## src/rtl/serial_arith_pkg.sv

```systemverilog
// Shared definitions for the bit-serial arithmetic datapath.
package serial_arith_pkg;

  // Sequencer states: waiting for a request, or stepping one bit per clock.
  typedef enum logic {
    IDLE  = 1'b0,
    SHIFT = 1'b1
  } state_t;

endpackage

```

## src/rtl/serial_addsub_if.sv

```systemverilog
// Request/result bundle between a client and the serial adder/subtractor.
interface serial_addsub_if #(
  parameter int WIDTH = 8
);
  logic             start;
  logic             sub;
  logic [WIDTH-1:0] data_a;
  logic [WIDTH-1:0] data_b;
  logic             busy;
  logic             done;
  logic [WIDTH-1:0] sum;
  logic             cout;
  logic             ovf;

  modport master (
    output start, sub, data_a, data_b,
    input  busy, done, sum, cout, ovf
  );

  modport slave (
    input  start, sub, data_a, data_b,
    output busy, done, sum, cout, ovf
  );
endinterface

```

## src/rtl/serial_addsub_full_adder.sv

```systemverilog
// One-bit full adder used as the bit slice of the serial datapath.
module full_adder (
  input  logic a,
  input  logic b,
  input  logic cin,
  output logic sum,
  output logic cout
);

  // Plain combinational sum and majority carry.
  always_comb begin
    sum  = a ^ b ^ cin;
    cout = (a & b) | (a & cin) | (b & cin);
  end

endmodule

```

## src/rtl/serial_addsub.sv

```systemverilog
// Bit-serial adder/subtractor: one full-adder step per clock, LSB first,
// with captured operands, registered carry and a start/busy/done handshake.
module serial_addsub
  import serial_arith_pkg::*;
#(
  parameter int WIDTH = 8
) (
  input  logic            clk,
  input  logic            reset,
  serial_addsub_if.slave  bus
);

  localparam int CW = $clog2(WIDTH);
  localparam logic [CW-1:0] LAST = CW'(WIDTH - 1);

  state_t           state_q, state_d;
  logic [WIDTH-1:0] a_q, a_d;
  logic [WIDTH-1:0] b_q, b_d;
  logic [WIDTH-1:0] sum_q, sum_d;
  logic [CW-1:0]    count_q, count_d;
  logic             carry_q, carry_d;
  logic             cout_q, cout_d;
  logic             ovf_q, ovf_d;
  logic             busy_q, busy_d;
  logic             done_q, done_d;

  logic             fa_s;
  logic             fa_c;

  // Single bit slice; operands are consumed from bit 0 of the shift registers.
  full_adder u_fa (
    .a    (a_q[0]),
    .b    (b_q[0]),
    .cin  (carry_q),
    .sum  (fa_s),
    .cout (fa_c)
  );

  // Next-state logic: capture on accepted start, one bit step per SHIFT cycle.
  always_comb begin
    state_d = state_q;
    a_d     = a_q;
    b_d     = b_q;
    sum_d   = sum_q;
    count_d = count_q;
    carry_d = carry_q;
    cout_d  = cout_q;
    ovf_d   = ovf_q;
    busy_d  = busy_q;
    done_d  = 1'b0;
    case (state_q)
      IDLE: begin
        if (bus.start) begin
          // Subtraction is A + ~B + 1: invert B here and seed the carry.
          a_d     = bus.data_a;
          b_d     = bus.data_b ^ {WIDTH{bus.sub}};
          carry_d = bus.sub;
          count_d = '0;
          sum_d   = '0;
          busy_d  = 1'b1;
          state_d = SHIFT;
        end
      end
      SHIFT: begin
        sum_d   = {fa_s, sum_q[WIDTH-1:1]};
        a_d     = a_q >> 1;
        b_d     = b_q >> 1;
        carry_d = fa_c;
        if (count_q == LAST) begin
          // carry_q here is the carry into the MSB, fa_c the carry out of it.
          cout_d  = fa_c;
          ovf_d   = carry_q ^ fa_c;
          done_d  = 1'b1;
          busy_d  = 1'b0;
          state_d = IDLE;
        end else begin
          count_d = count_q + CW'(1);
        end
      end
      default: state_d = IDLE;
    endcase
  end

  // State and datapath registers; reset also aborts an operation in flight.
  always_ff @(posedge clk) begin
    if (reset) begin
      state_q <= IDLE;
      a_q     <= '0;
      b_q     <= '0;
      sum_q   <= '0;
      count_q <= '0;
      carry_q <= 1'b0;
      cout_q  <= 1'b0;
      ovf_q   <= 1'b0;
      busy_q  <= 1'b0;
      done_q  <= 1'b0;
    end else begin
      state_q <= state_d;
      a_q     <= a_d;
      b_q     <= b_d;
      sum_q   <= sum_d;
      count_q <= count_d;
      carry_q <= carry_d;
      cout_q  <= cout_d;
      ovf_q   <= ovf_d;
      busy_q  <= busy_d;
      done_q  <= done_d;
    end
  end

  assign bus.busy = busy_q;
  assign bus.done = done_q;
  assign bus.sum  = sum_q;
  assign bus.cout = cout_q;
  assign bus.ovf  = ovf_q;

endmodule

```

## src/flat_wrapper.sv

```systemverilog
// flat-port wrapper written by rule: the top's interface ports become plain ports
module serial_addsub_flat import serial_arith_pkg::*;
#(
  parameter int WIDTH = 8
)
  (clk, reset, bus_start, bus_sub, bus_data_a, bus_data_b, bus_busy, bus_done, bus_sum, bus_cout, bus_ovf);
  serial_addsub_if #(.WIDTH(WIDTH)) bus_i ();
  input  logic clk;
  input  logic reset;
  input wire logic [$bits(bus_i.start)-1:0] bus_start;
  input wire logic [$bits(bus_i.sub)-1:0] bus_sub;
  input wire logic [$bits(bus_i.data_a)-1:0] bus_data_a;
  input wire logic [$bits(bus_i.data_b)-1:0] bus_data_b;
  output wire logic [$bits(bus_i.busy)-1:0] bus_busy;
  output wire logic [$bits(bus_i.done)-1:0] bus_done;
  output wire logic [$bits(bus_i.sum)-1:0] bus_sum;
  output wire logic [$bits(bus_i.cout)-1:0] bus_cout;
  output wire logic [$bits(bus_i.ovf)-1:0] bus_ovf;
  assign bus_i.start = bus_start;
  assign bus_i.sub = bus_sub;
  assign bus_i.data_a = bus_data_a;
  assign bus_i.data_b = bus_data_b;
  assign bus_busy = bus_i.busy;
  assign bus_done = bus_i.done;
  assign bus_sum = bus_i.sum;
  assign bus_cout = bus_i.cout;
  assign bus_ovf = bus_i.ovf;
  serial_addsub #(.WIDTH(WIDTH)) u_core (.clk(clk), .reset(reset), .bus(bus_i));
endmodule
```

## config.mk

```make
export PLATFORM = sky130hd
export DESIGN_NAME = serial_addsub_flat
export DESIGN_NICKNAME = d
export VERILOG_FILES = /design/src/rtl/serial_arith_pkg.sv /design/src/rtl/serial_addsub_if.sv /design/src/rtl/serial_addsub_full_adder.sv /design/src/rtl/serial_addsub.sv /design/src/flat_wrapper.sv
export SDC_FILE = /design/constraint.sdc
export NUM_CORES = 1
export LEC_CHECK = 0
export CORE_ASPECT_RATIO = 0.6
export CORE_MARGIN = 2
export CORE_UTILIZATION = 45
export CTS_CLUSTER_SIZE = 28
export DETAILED_ROUTE_END_ITERATION = 16
export PLACE_DENSITY = 0.72
export SETUP_SLACK_MARGIN = 0.02
export SLEW_MARGIN = 20
export SYNTH_ARGS = -nofsm -noshare
export SYNTH_HDL_FRONTEND = slang
export SYNTH_SLANG_ARGS = --single-unit
```

## constraint.sdc

```tcl
create_clock -name clk -period 1.45 [get_ports clk]
set_clock_uncertainty 0.1 [all_clocks]
set_input_delay 0.2175 -clock clk [delete_from_list [all_inputs] [get_ports clk]]
set_output_delay 0.2175 -clock clk [all_outputs]
set_load 0.01 [all_outputs]
```

==> impl_metrics.env, run 1 <==
export IMPL_nets=232
export IMPL_netlist_top_cells_area="dfxtp_1 43%, a21oi_1 6.5%, mux2i_1 5.2%, nand2_1 5.1%, xnor2_1 5.1%"
export IMPL_clock_latency_ns=0.27
export IMPL_wl_mm=2.88
export IMPL_endpoint="u_core.carry_q"
export IMPL_rsz0062_at_grt="false"
export IMPL_first_global_vias=1136
export IMPL_wl_per_cell_um=11.3
export IMPL_cap_violations=0
export IMPL_syn_nets=198
export IMPL_cts_root_buf="clkbuf_8"
export IMPL_drt_iter0_drc=49
export IMPL_drive_above_1_share=0.139
export IMPL_antennaDiodeCount=0
export IMPL_cts_buffers=5
export IMPL_htreeDepth=2
export IMPL_syn2layout_area_growth_pct=33.3
export IMPL_synth_cell_area_mm2=0.00155
export IMPL_rrSetupSlack_ns=0.08
export IMPL_finalMaxSlewViolations=0
export IMPL_synth_commonest_cells="33 x dfxtp_1, 21 x nand2_1, 20 x a21oi_1, 18 x nor2_1"
export IMPL_path_max_fanout=3
export IMPL_grt_max_degree=37
export IMPL_ys_flop_type="dfxtp_1"
export IMPL_dpl_cell_area_mm2=0.00192
export IMPL_status="finished, final reports clean"
export IMPL_yosysUniqueCellTypes=25
export IMPL_synth_async_reset_ratio=0
export IMPL_ant_nets=0
export IMPL_critPathArrivalTime_ns=1.45
export IMPL_setup_tns_ns=0
export IMPL_fmax_mhz=730
export IMPL_synth_edf_count=0
export IMPL_start_util=0.474
export IMPL_yosysTopAreaCell="dfxtp_1"
export IMPL_overflow=0
export IMPL_timing_final_crit_period_ns=1.37
export IMPL_r2r_cells=4
export IMPL_finalCritPeriodShare=0.944
export IMPL_synth_top_area_frac=0.427
export IMPL_worstReg2RegStart="u_core.carry_q"
export IMPL_avgViaCountPerCell=4.78
export IMPL_cts_sinks=33
export IMPL_hold_path_class="reg -> reg"
export IMPL_cts_clk_slew_worst_paths_ns=0.06
export IMPL_cts_hold_buffers=0
export IMPL_p_per_area_mw_per_mm2=1060
export IMPL_io_buffers=31
export IMPL_power_mw=2.18
export IMPL_tightest_slew_ns=0.275
export IMPL_grt_antenna_before_repair=0
export IMPL_die_w_um=79.7
export IMPL_dieHeight_um=49.4
export IMPL_first_pass_iters=4
export IMPL_grt_pass1_wl_mm=4.88
export IMPL_final_hold_violation_count=0
export IMPL_syn_inst=174
export IMPL_ir_drop_mv=0.453
export IMPL_core_area_mm2=0.00326
export IMPL_critPathLaunchType="flip-flop"
export IMPL_r2r_end="u_core.carry_q"
export IMPL_grt_usage=0.158
export IMPL_cellLeakagePower_nw=0.841
export IMPL_setup_viol=0
export IMPL_seq_area_frac_synth=0.427
export IMPL_hpwl_mm=1.95
export IMPL_cts_tree="done"
export IMPL_cp_required_ns=1.53
export IMPL_clk_path_buf_depth=2
export IMPL_endpoint_kind="flip-flop"
export IMPL_gp_congestion=0.705
export IMPL_yosysMostFrequentCell="dfxtp_1"
export IMPL_syn_avg_cell_area_um2=8.89
export IMPL_die_area_mm2=0.00394
export IMPL_design_area_mm2=0.00206
export IMPL_whs_ns=0.359
export IMPL_vias=1215
export IMPL_drc=0
export IMPL_rows=16
export IMPL_cp_startpoint="u_core.carry_q"
export IMPL_crit_type="reg -> reg"
export IMPL_yosys_warnings=0
export IMPL_num_io_pins=32
export IMPL_ys_seq_elements=33
export IMPL_utilization=0.632
export IMPL_maxSlewHeadroom=0.816
kinds of logic after synthesis:
| logic type | share of synthesized area |
|---|---|
| AND/OR/NAND/NOR | 0.191 |
| multiplexers | 0.0518 |
| buffers and inverters | 0.0793 |
| XOR/XNOR | 0.0510 |
| AO/OA/AOI/OAI | 0.163 |
| flip-flops | 0.427 |
| adder cells (fa/ha/maj) | 0.0372 |
registers in the layout (all words and copies together) (netlist names):
signal           count
u_core.bus.done      1
u_core.a_q           8
u_core.state_q       1
u_core.count_q       3
u_core.bus.ovf       1
u_core.bus.cout      1
u_core.b_q           8
u_core.bus.sum       8
u_core.carry_q       1
u_core.bus.busy      1
through the flow:
stage,cells,setup slack [ns]
3_3_place_gp,244,-0.0847
4_1_cts,252,0.0299
6_report,254,0.0809
3_5_place_dp,244,-0.132
2_1_floorplan,174,0.123
5_1_grt,254,0.00677
worst max-delay path, cell delays in order, from the launching register on:
cell	delay [ns]
dfxtp_2	0.35
inv_2	0.04
fa_2	0.41
buf_4	0.15
a211oi_1	0.23
worst min-delay path by stage:
| stage | from | end | slack [ns] | cells past startpoint |
|---|---|---|---|---|
| 6_report | u_core.count_q[0] | u_core.count_q[0] | 0.36 | 1 |
| 5_1_grt | u_core.b_q[2] | u_core.b_q[1] | 0.38 | 2 |
| 4_1_cts | u_core.bus.busy | u_core.bus.busy | 0.36 | 2 |
| 3_5_place_dp | u_core.b_q[5] | u_core.b_q[4] | 0.35 | 2 |
| 3_3_place_gp | u_core.b_q[2] | u_core.b_q[1] | 0.34 | 2 |
| 2_1_floorplan | reset | u_core.a_q[0] | 0.19 | 1 |
per-layer routing:
| layer | vias up | wire length, um | global-route usage |
|---|---|---|---|
| met5 | - | 0 | 0 |
| met3 | 0 | 130 | 0.0463 |
| met2 | 21 | 1340 | 0.255 |
| met4 | 0 | 0 | 0.0431 |
| met1 | 546 | 1410 | 0.206 |
| li1 | 648 | - | - |
layout by cell type (no fill, tap or decap), types with 6 or more instances in the layout:
master,count
buf_4,6
xnor2_1,9
nor3b_1,8
a211o_1,7
clkbuf_8,6
a21oi_1,19
nor2b_1,8
dfxtp_1,31
mux2i_1,8
o21ai_0,7
nor2_1,18
dlygate4sd2_1,12
nand2_1,21
clkdlybuf4s50_1,19
layout make-up:
cell class / count / area [um^2]
timing repair buffer: 41 / 420
sequential: 33 / 663
fill: 277 / 1200
tap: 45 / 56.3
multi-input combinational: 123 / 790
clock buffer: 7 / 86.3
clock inverter: 1 / 30.0
inverter: 4 / 15.0
power by group:
group          internal [mW]  switching, mW  leakage, nW  total, mW
clock                  0.560          0.309       0.0585      0.869
combinational          0.179          0.149        0.512      0.328
sequential             0.956         0.0306        0.271      0.987
total                   1.69          0.489        0.841       2.18
repair_timing:
action                                  in CTS  in global routing
pin swaps                                    0                  4
endpoints found under the hold margin        0                  0
setup buffers                                0                  2
resized for setup                           15                  7
endpoints found under the setup margin      14                  3
Power figures use the tool's default switching activity.
==> inputs of run 2 (changes only) <==
CORE_ASPECT_RATIO = 0.7   (was 0.6)
==> run 2 against run 1 <==
Compared with the run above: count of clock-buffer cells in the layout is 2 lower; highest routed layer is now met4; global-route usage rose by 0.50 points; sequential share of layout area increased by 1.1 points; first-iteration DRC count is 41% higher; sequential cell count unchanged.
==> impl_metrics.env, run 2 (same netlist as run 1, synthesis figures left out) <==
export IMPL_critPathLaunchType="flip-flop"
export IMPL_p_per_area_mw_per_mm2=965
export IMPL_wl_per_cell_um=11.2
export IMPL_fill_cells=280
export IMPL_start_util=0.481
export IMPL_drive_above_1_share=0.124
export IMPL_cap_violations=0
export IMPL_overflow=0
export IMPL_clock_latency_ns=0.28
export IMPL_core_area_mm2=0.00321
export IMPL_grt_antenna_before_repair=0
export IMPL_avgViaCountPerCell=4.95
export IMPL_ant_nets=0
export IMPL_cts_root_buf="clkbuf_8"
export IMPL_final_common_cell="dfxtp_1"
export IMPL_finalCritPeriodShare=0.943
export IMPL_path_max_fanout=3
export IMPL_timing_final_crit_period_ns=1.37
export IMPL_ir_drop_mv=0.485
export IMPL_hpwl_mm=2.08
export IMPL_die_w_um=74.1
export IMPL_cts_buffers=5
export IMPL_utilization=0.619
export IMPL_io_buffers=31
export IMPL_hold_depth=1
export IMPL_drc=0
export IMPL_final_cell_mix="32 x dfxtp_1, 21 x nand2_1, 19 x a21oi_1, 19 x clkdlybuf4s50_1, 18 x nor2_1"
export IMPL_num_io_pins=32
export IMPL_finalMaxSlewViolations=0
export IMPL_antennaDiodeCount=0
export IMPL_dieHeight_um=53.0
export IMPL_worstReg2RegStart="u_core.a_q[0]"
export IMPL_tightest_slew_ns=0.280
export IMPL_cts_clk_slew_worst_paths_ns=0.06
export IMPL_fmax_mhz=732
export IMPL_cp_required_ns=1.56
export IMPL_rsz0062_at_grt="false"
export IMPL_die_area_mm2=0.00393
export IMPL_regArea_um2=662
export IMPL_first_global_vias=1162
export IMPL_hold_path_class="reg -> reg"
export IMPL_first_pass_iters=4
export IMPL_cellLeakagePower_nw=0.823
export IMPL_grt_pass1_wl_mm=4.80
export IMPL_cts_tree="done"
export IMPL_multi_input_comb_area_um2=782
export IMPL_postCtsSetupBuffers=0
export IMPL_nets=234
export IMPL_status="finished, final reports clean"
export IMPL_r2r_cells=5
export IMPL_vias=1266
export IMPL_endpoint_kind="flip-flop"
export IMPL_grt_max_degree=29
export IMPL_wl_mm=2.87
export IMPL_r2r_end="u_core.bus.ovf"
export IMPL_drt_iter0_drc=69
export IMPL_min_from="u_core.count_q[0]"
export IMPL_setup_viol=0
export IMPL_rows=17
export IMPL_rrSetupSlack_ns=0.08
export IMPL_final_hold_violation_count=0
export IMPL_clk_path_buf_depth=2
export IMPL_cts_sinks=33
export IMPL_critPathArrivalTime_ns=1.48
export IMPL_syn2layout_area_growth_pct=28.6
export IMPL_gp_congestion=0.749
export IMPL_min_to="u_core.count_q[0]"
export IMPL_maxSlewHeadroom=0.813
export IMPL_crit_type="reg -> reg"
export IMPL_htreeDepth=2
export IMPL_whs_ns=0.343
export IMPL_grt_usage=0.163
==> run 2: through the flow <==
step / setup TNS (ns) / area (um^2) / cells / total power, mW / setup slack [ns]
4_1_cts: 0 / 1970 / 256 / 1.94 / 0.0508
3_3_place_gp: -1.74 / 1910 / 250 / 1.31 / -0.0795
6_report: 0 / 1990 / 256 / 1.92 / 0.0830
3_5_place_dp: -2.31 / 1910 / 250 / 1.32 / -0.121
5_1_grt: 0 / 1990 / 256 / 2.01 / 0.0192
2_1_floorplan: 0 / 1550 / 174 / 1.21 / 0.123
==> run 2: worst max-delay path by stage <==
| stage | cells past startpoint | endpoint | start |
|---|---|---|---|
| floorplan | 5 | u_core.bus.ovf | u_core.a_q[0] |
| global placement | 6 | u_core.bus.sum[6] | bus_start |
| detailed placement | 5 | u_core.a_q[6] | bus_start |
| CTS | 5 | u_core.count_q[0] | u_core.count_q[0] |
| global route | 5 | u_core.count_q[0] | u_core.count_q[0] |
| finish | 5 | u_core.bus.ovf | u_core.a_q[0] |
==> run 2: final cells by class <==
class / count / area share
well taps: 47 / 0.0296
inverters: 4 / 0.00755
clock inverters: 1 / 0.00252
multi-input cells: 123 / 0.393
flip-flops and latches: 33 / 0.333
clock buffers: 5 / 0.0346
repair buffers: 43 / 0.200
==> run 2: critical path, cell delays in order (launching register included) <==
cell     delay, ns
dfxtp_1       0.33
inv_1         0.06
fa_2          0.41
xnor2_1       0.16
nand3_1       0.10
a21oi_1       0.15
==> run 2: routing by layer <==
layer	global-route usage	routed length [um]
met1	0.191	1320
met2	0.272	1350
met3	0.0514	153
met4	0.0727	42
met5	0	0
==> run 2: report_power, final <==
part	internal, mW	switching (mW)	total, mW
clock	0.315	0.302	0.617
combinational	0.169	0.148	0.318
sequential	0.956	0.0292	0.985
total	1.44	0.480	1.92
==> run 2: repair_timing <==
| action | 4_1_cts | 5_1_grt |
|---|---|---|
| gates resized for setup | 13 | 5 |
| endpoints found under the setup margin | 13 | 3 |
| hold buffers | 0 | 0 |
